**src/rtl/reg_pipe_pkg.sv**
```systemverilog
// Shared defaults and the occupancy-counter width helper for the reg_pipe block.
package reg_pipe_pkg;
  localparam int DEF_WIDTH = 8;
  localparam int DEF_DEPTH = 4;

  function automatic int cnt_w(input int depth);
    return $clog2(depth + 1);
  endfunction
endpackage

```
**src/rtl/reg_pipe_stage.sv**
```systemverilog
// One pipeline slot: valid bit plus data register, loaded when the slot ahead can take it.
// Flush drops the valid bit only; the data register keeps its contents.
module reg_pipe_stage
  import reg_pipe_pkg::*;
#(
  parameter int               WIDTH   = DEF_WIDTH,
  parameter logic [WIDTH-1:0] RST_VAL = '0
) (
  input  logic             clk,
  input  logic             rst,
  input  logic             ld_i,
  input  logic             flush_i,
  input  logic             vld_i,
  input  logic [WIDTH-1:0] dat_i,
  output logic             vld_o,
  output logic [WIDTH-1:0] dat_o
);
  logic             vld_q;
  logic [WIDTH-1:0] dat_q;

  always_ff @(posedge clk) begin
    if (!rst) begin
      vld_q <= 1'b0;
      dat_q <= RST_VAL;
    end else if (flush_i) begin
      vld_q <= 1'b0;
    end else if (ld_i) begin
      vld_q <= vld_i;
      dat_q <= dat_i;
    end
  end

  assign vld_o = vld_q;
  assign dat_o = dat_q;
endmodule

```
**src/rtl/reg_pipe.sv**
```systemverilog
// Bubble-collapsing register pipeline, DEPTH cycles latency, full throughput; a stage
// accepts whenever it or any stage ahead is empty. Optional flush port: REG_PIPE_FLUSH_EN.
module reg_pipe
  import reg_pipe_pkg::*;
#(
  parameter int               WIDTH   = DEF_WIDTH,
  parameter int               DEPTH   = DEF_DEPTH,
  parameter logic [WIDTH-1:0] RST_VAL = '0
) (
  input  logic                      clk,
  input  logic                      rst,
`ifdef REG_PIPE_FLUSH_EN
  input  logic                      flush,
`endif
  input  logic                      in_valid,
  output logic                      in_ready,
  input  logic [WIDTH-1:0]          in_data,
  output logic                      out_valid,
  input  logic                      out_ready,
  output logic [WIDTH-1:0]          out_data,
  output logic [cnt_w(DEPTH)-1:0]   count
);
  localparam int CW = cnt_w(DEPTH);

  logic             flush_w;
  logic [DEPTH-1:0] vld;
  logic [DEPTH-1:0] rdy;
  logic [WIDTH-1:0] dat [DEPTH];
  logic [CW-1:0]    count_q, count_d;
  logic             in_xfer, out_xfer;

`ifdef REG_PIPE_FLUSH_EN
  assign flush_w = flush;
`else
  assign flush_w = 1'b0;
`endif

  // rdy[i]: stage i may load this edge (it is empty, or everything ahead moves on)
  always_comb begin
    logic r;
    rdy = '0;
    r   = out_ready;
    for (int i = DEPTH - 1; i >= 0; i--) begin
      r      = !vld[i] | r;
      rdy[i] = r;
    end
  end

  for (genvar g = 0; g < DEPTH; g++) begin : g_stage
    if (g == 0) begin : g_head
      reg_pipe_stage #(.WIDTH(WIDTH), .RST_VAL(RST_VAL)) u_stage (
        .clk     (clk),
        .rst     (rst),
        .ld_i    (rdy[g]),
        .flush_i (flush_w),
        .vld_i   (in_valid),
        .dat_i   (in_data),
        .vld_o   (vld[g]),
        .dat_o   (dat[g])
      );
    end else begin : g_body
      reg_pipe_stage #(.WIDTH(WIDTH), .RST_VAL(RST_VAL)) u_stage (
        .clk     (clk),
        .rst     (rst),
        .ld_i    (rdy[g]),
        .flush_i (flush_w),
        .vld_i   (vld[g-1]),
        .dat_i   (dat[g-1]),
        .vld_o   (vld[g]),
        .dat_o   (dat[g])
      );
    end
  end

  assign in_ready  = rdy[0] & ~flush_w;
  assign out_valid = vld[DEPTH-1];
  assign out_data  = dat[DEPTH-1];
  assign in_xfer   = in_valid & in_ready;
  assign out_xfer  = out_valid & out_ready;

  always_comb begin
    count_d = count_q;
    if (flush_w) begin
      count_d = '0;
    end else if (in_xfer && !out_xfer) begin
      count_d = count_q + CW'(1);
    end else if (out_xfer && !in_xfer) begin
      count_d = count_q - CW'(1);
    end
  end

  always_ff @(posedge clk) begin
    if (!rst) begin
      count_q <= '0;
    end else begin
      count_q <= count_d;
    end
  end

  assign count = count_q;
endmodule

```
**config.mk**
```make
export PLATFORM = sky130hd
export DESIGN_NAME = reg_pipe
export DESIGN_NICKNAME = d
export VERILOG_FILES = /design/src/rtl/reg_pipe_pkg.sv /design/src/rtl/reg_pipe_stage.sv /design/src/rtl/reg_pipe.sv
export SDC_FILE = /design/constraint.sdc
export NUM_CORES = 1
export LEC_CHECK = 0
export CORE_ASPECT_RATIO = 1.75
export CORE_MARGIN = 2
export CORE_UTILIZATION = 40
export CTS_BUF_LIST = sky130_fd_sc_hd__clkbuf_4
export CTS_CLUSTER_DIAMETER = 200
export DETAILED_ROUTE_END_ITERATION = 8
export MAX_ROUTING_LAYER = met4
export PLACE_DENSITY = 0.68
export REMOVE_ABC_BUFFERS = 1
export SETUP_SLACK_MARGIN = 0.05
export SLEW_MARGIN = 15
export SYNTH_ARGS = -nofsm -noshare
export SYNTH_HDL_FRONTEND = slang
export SYNTH_SLANG_ARGS = --single-unit
```
**constraint.sdc**
```tcl
create_clock -name clk -period 6 [get_ports clk]
set_input_delay 0.6 -clock clk [delete_from_list [all_inputs] [get_ports clk]]
set_output_delay 0.6 -clock clk [all_outputs]
set_load 0.03 [all_outputs]
```
==> impl_metrics.py <==
metrics = {
    "status": {
        "status": "finished clean",
    },
    "finish": {
        "drive_above_1_share": 0.04663,
        "fin_cells": 241,
        "n_antenna_cell": 0,
        "syn_to_final_growth_pct": 15.95,
        "nets": 206,
    },
    "clock_network": {
        "clk_pin_slew_ns": 0.10,
        "postCtsSetupBuffers": 0,
        "clockBufferDepth": 2,
        "cts-resized-gates": 0,
        "clock_latency_ns": 0.34,
        "hold_buffers": 0,
        "htreeDepth": 2,
        "cts_buffers": 5,
        "tritoncts": "yes",
        "numClockSinks": 39,
        "cts-root-buf": "clkbuf_4",
    },
    "die": {
        "die_w_um": 51.70,
        "core_um2": 3866,
        "start_util": 0.4120,
        "ioPinCount": 25,
        "die_height_um": 87.48,
        "dieArea_um2": 4522,
        "rows": 30,
    },
    "sta": {
        "period_needed_ns": 3.083,
        "fmax_mhz": 324.4,
        "finalCritPeriodShare": 0.5138,
        "worstMarginPinSlew_ns": 0.6166,
        "rsz0062_at_grt": "false",
        "setup_viol": 0,
        "fin_ws_ns": 2.917,
        "slew_violations": 0,
        "maxSlewHeadroom": 0.5871,
        "finalSetupTns_ns": 0,
        "finalClockSkew_ns": 0.01081,
        "hold_viol": 0,
    },
    "grt": {
        "grt_max_degree": 48,
        "antenna_found_initial": 0,
        "grt_pass1_vias": 1111,
        "overflow": 0,
        "grt_pass1_wl_um": 4636,
        "grt_use_total": 0.1380,
    },
    "setup_path": {
        "cp_max_fo": 11,
        "critPathSlowestCell": "clkdlybuf4s50_1",
        "start_kind": "input pin",
        "crit_type": "in2out",
        "cp.required_ns": 5.40,
        "critPathMostFrequentCell": "clkdlybuf4s50_1",
        "slowest_delay_ns": 0.64,
        "critical_path_arrival_ns": 2.48,
        "cp-end-kind": "output port",
        "critPathBufInv": 2,
        "path_cells": "clkdlybuf4s50_1 -> and4b_1 -> nand2_4 -> clkdlybuf4s50_1",
        "cpLargestDelayFamily": "buffers and inverters",
    },
    "placed_design": {
        "place_ws_ns": 2.758,
        "gp_congestion": 0.7475,
        "hpwlAfterDp_um": 1921,
        "io_buffers": 24,
        "post-place-cells": 233,
    },
    "routing": {
        "vias_per_cell": 4.751,
        "via_count": 1145,
        "wl_per_cell_um": 11.02,
        "routed_wl_um": 2655,
        "detail-route-antenna-nets": 0,
        "drt-pass1-iter-count": 2,
        "drc_errors": 0,
        "drt_iter0_drc": 21,
    },
    "yosys": {
        "synthTopCellsByCount": "57 x nand2_1, 39 x dfxtp_1, 25 x a21boi_0",
        "netlist_instances": 178,
        "ys_types": 26,
        "yosys.area_share.simple": 0.2105,
        "ys.flop_type": "dfxtp_1",
        "synth-compound-area-share": 0.1383,
        "synth_async_sr_flop_share": 0,
        "synth_top_family_by_area": "simple AND/OR/NAND/NOR gates",
        "ys_seq_area_frac": 0.4902,
        "yosys-top-cells-area": "dfxtp_1 49%, nand2_1 13%, a21boi_0 12%",
        "synth_edf_count": 0,
        "ys_ff_latch": 39,
        "synthMuxAreaShare": 0.05656,
        "synth_area_per_cell_um2": 8.948,
        "synth_warnings": 0,
        "synthXorXnorAreaFrac": 0.01100,
        "yosysMostFrequentCell": "nand2_1",
        "synth.top_cell.area_share": 0.4902,
        "synthAdderAreaFrac": 0.02042,
        "netlist_area_um2": 1593,
        "synth_area_leader_cell": "dfxtp_1",
    },
    "power_and_ir_drop": {
        "combPwrFrac": 0.108,
        "seq_power_share": 0.612,
        "p_total_mw": 0.4544,
        "p_int_mw": 0.3434,
        "power.switching_mw": 0.1110,
        "irDropWorstVdd_v": 0.0001364,
        "powerDensity_nw_per_um2": 246.0,
        "p_clk_frac": 0.280,
        "p_leak_nw": 0.7230,
        "switching_share": 0.2442,
    },
    "run": {
        "max_cap_viol_count": 0,
    },
    "worst_hold_path": {
        "min_path_type": "reg2reg",
    },
}
## area by class of cell
type / count / area (um^2)
clock buffer: 6 / 45.04
clock inverter: 2 / 7.507
fill: 392 / 2019
inverter: 2 / 7.507
multi-input combinational: 119 / 698.2
sequential: 39 / 780.7
tap: 48 / 60.06
timing repair buffer: 25 / 247.7
## placed cells by master, fill, tap and decap left out, types with 2 or more instances in the layout
cell / n
and2_1: 2
a21boi_0: 25
clkdlybuf4s50_1: 24
clkbuf_4: 6
mux2i_1: 9
nand2_1: 57
nand3_1: 8
o21a_1: 2
inv_1: 2
dfxtp_1: 39
clkinv_1: 2
nor2b_1: 2
## state kept, by name (all words and copies together), names as in the netlist
signal                        cells
g_stage.g_body.u_stage.vld_o      3
g_stage.g_body.u_stage.dat_o     24
g_stage.g_head.u_stage.dat_o      8
count                             3
g_stage.g_head.u_stage.vld_o      1
## final timing paths
kind | from | end | slack [ns] | cells past startpoint
worst max-delay path | out_ready | in_ready | 2.92 | 4
worst min-delay path | g_stage[0].g_head.u_stage.dat_o[5] | g_stage[0].g_head.u_stage.dat_o[5] | 0.46 | 2
worst max register to register | g_stage[2].g_body.u_stage.vld_o | count[2] | 3.42 | 9
worst min register to register | g_stage[0].g_head.u_stage.dat_o[5] | g_stage[0].g_head.u_stage.dat_o[5] | 0.46 | 2
## power groups by stage
stage	Combinational (mW)	Sequential, mW	Clock (mW)
detailed placement	0.0497	0.284	0
finish	0.0492	0.278	0.127
floorplan	0.0191	0.290	0
global route	0.0542	0.280	0.141
CTS	0.0499	0.278	0.132
global placement	0.0472	0.283	0
## worst min-delay path, cell delays in order (launching register included)
cell and delay [ns]:
dfxtp_1 0.32, nand2_1 0.05, mux2i_1 0.05
## per-stage QoR
step                      cell area, um^2  utilization  hold WS (ns)
after floorplan                      1484            -        0.4350
after global placement               1792       0.4634        0.4450
final                                1847       0.4777        0.4600
after global routing                 1847       0.4777        0.4832
after detailed placement             1792       0.4634        0.4511
after CTS                            1844       0.4770        0.4667
## kinds of logic (layout without fill, tap and decap cells)
logic type / count (synthesis) / after routing
xor gates and xnor gates: 2 / 2
AOI/OAI and AO/OA: 30 / 30
adders and majority gates: 2 / 2
and+or+nand+nor: 76 / 76
DFF: 39 / 39
muxes: 9 / 9
buffers and inverters: 20 / 35
## per-layer routing
layer  vias up  global-route usage  share of wire
li1        598                   -              -
met4         0             0.05742          0.020
met1       521              0.1343           0.41
met3         6             0.04124          0.037
met5         -                   -              0
met2        20              0.2471           0.53
(Power assumes the default switching activity.)
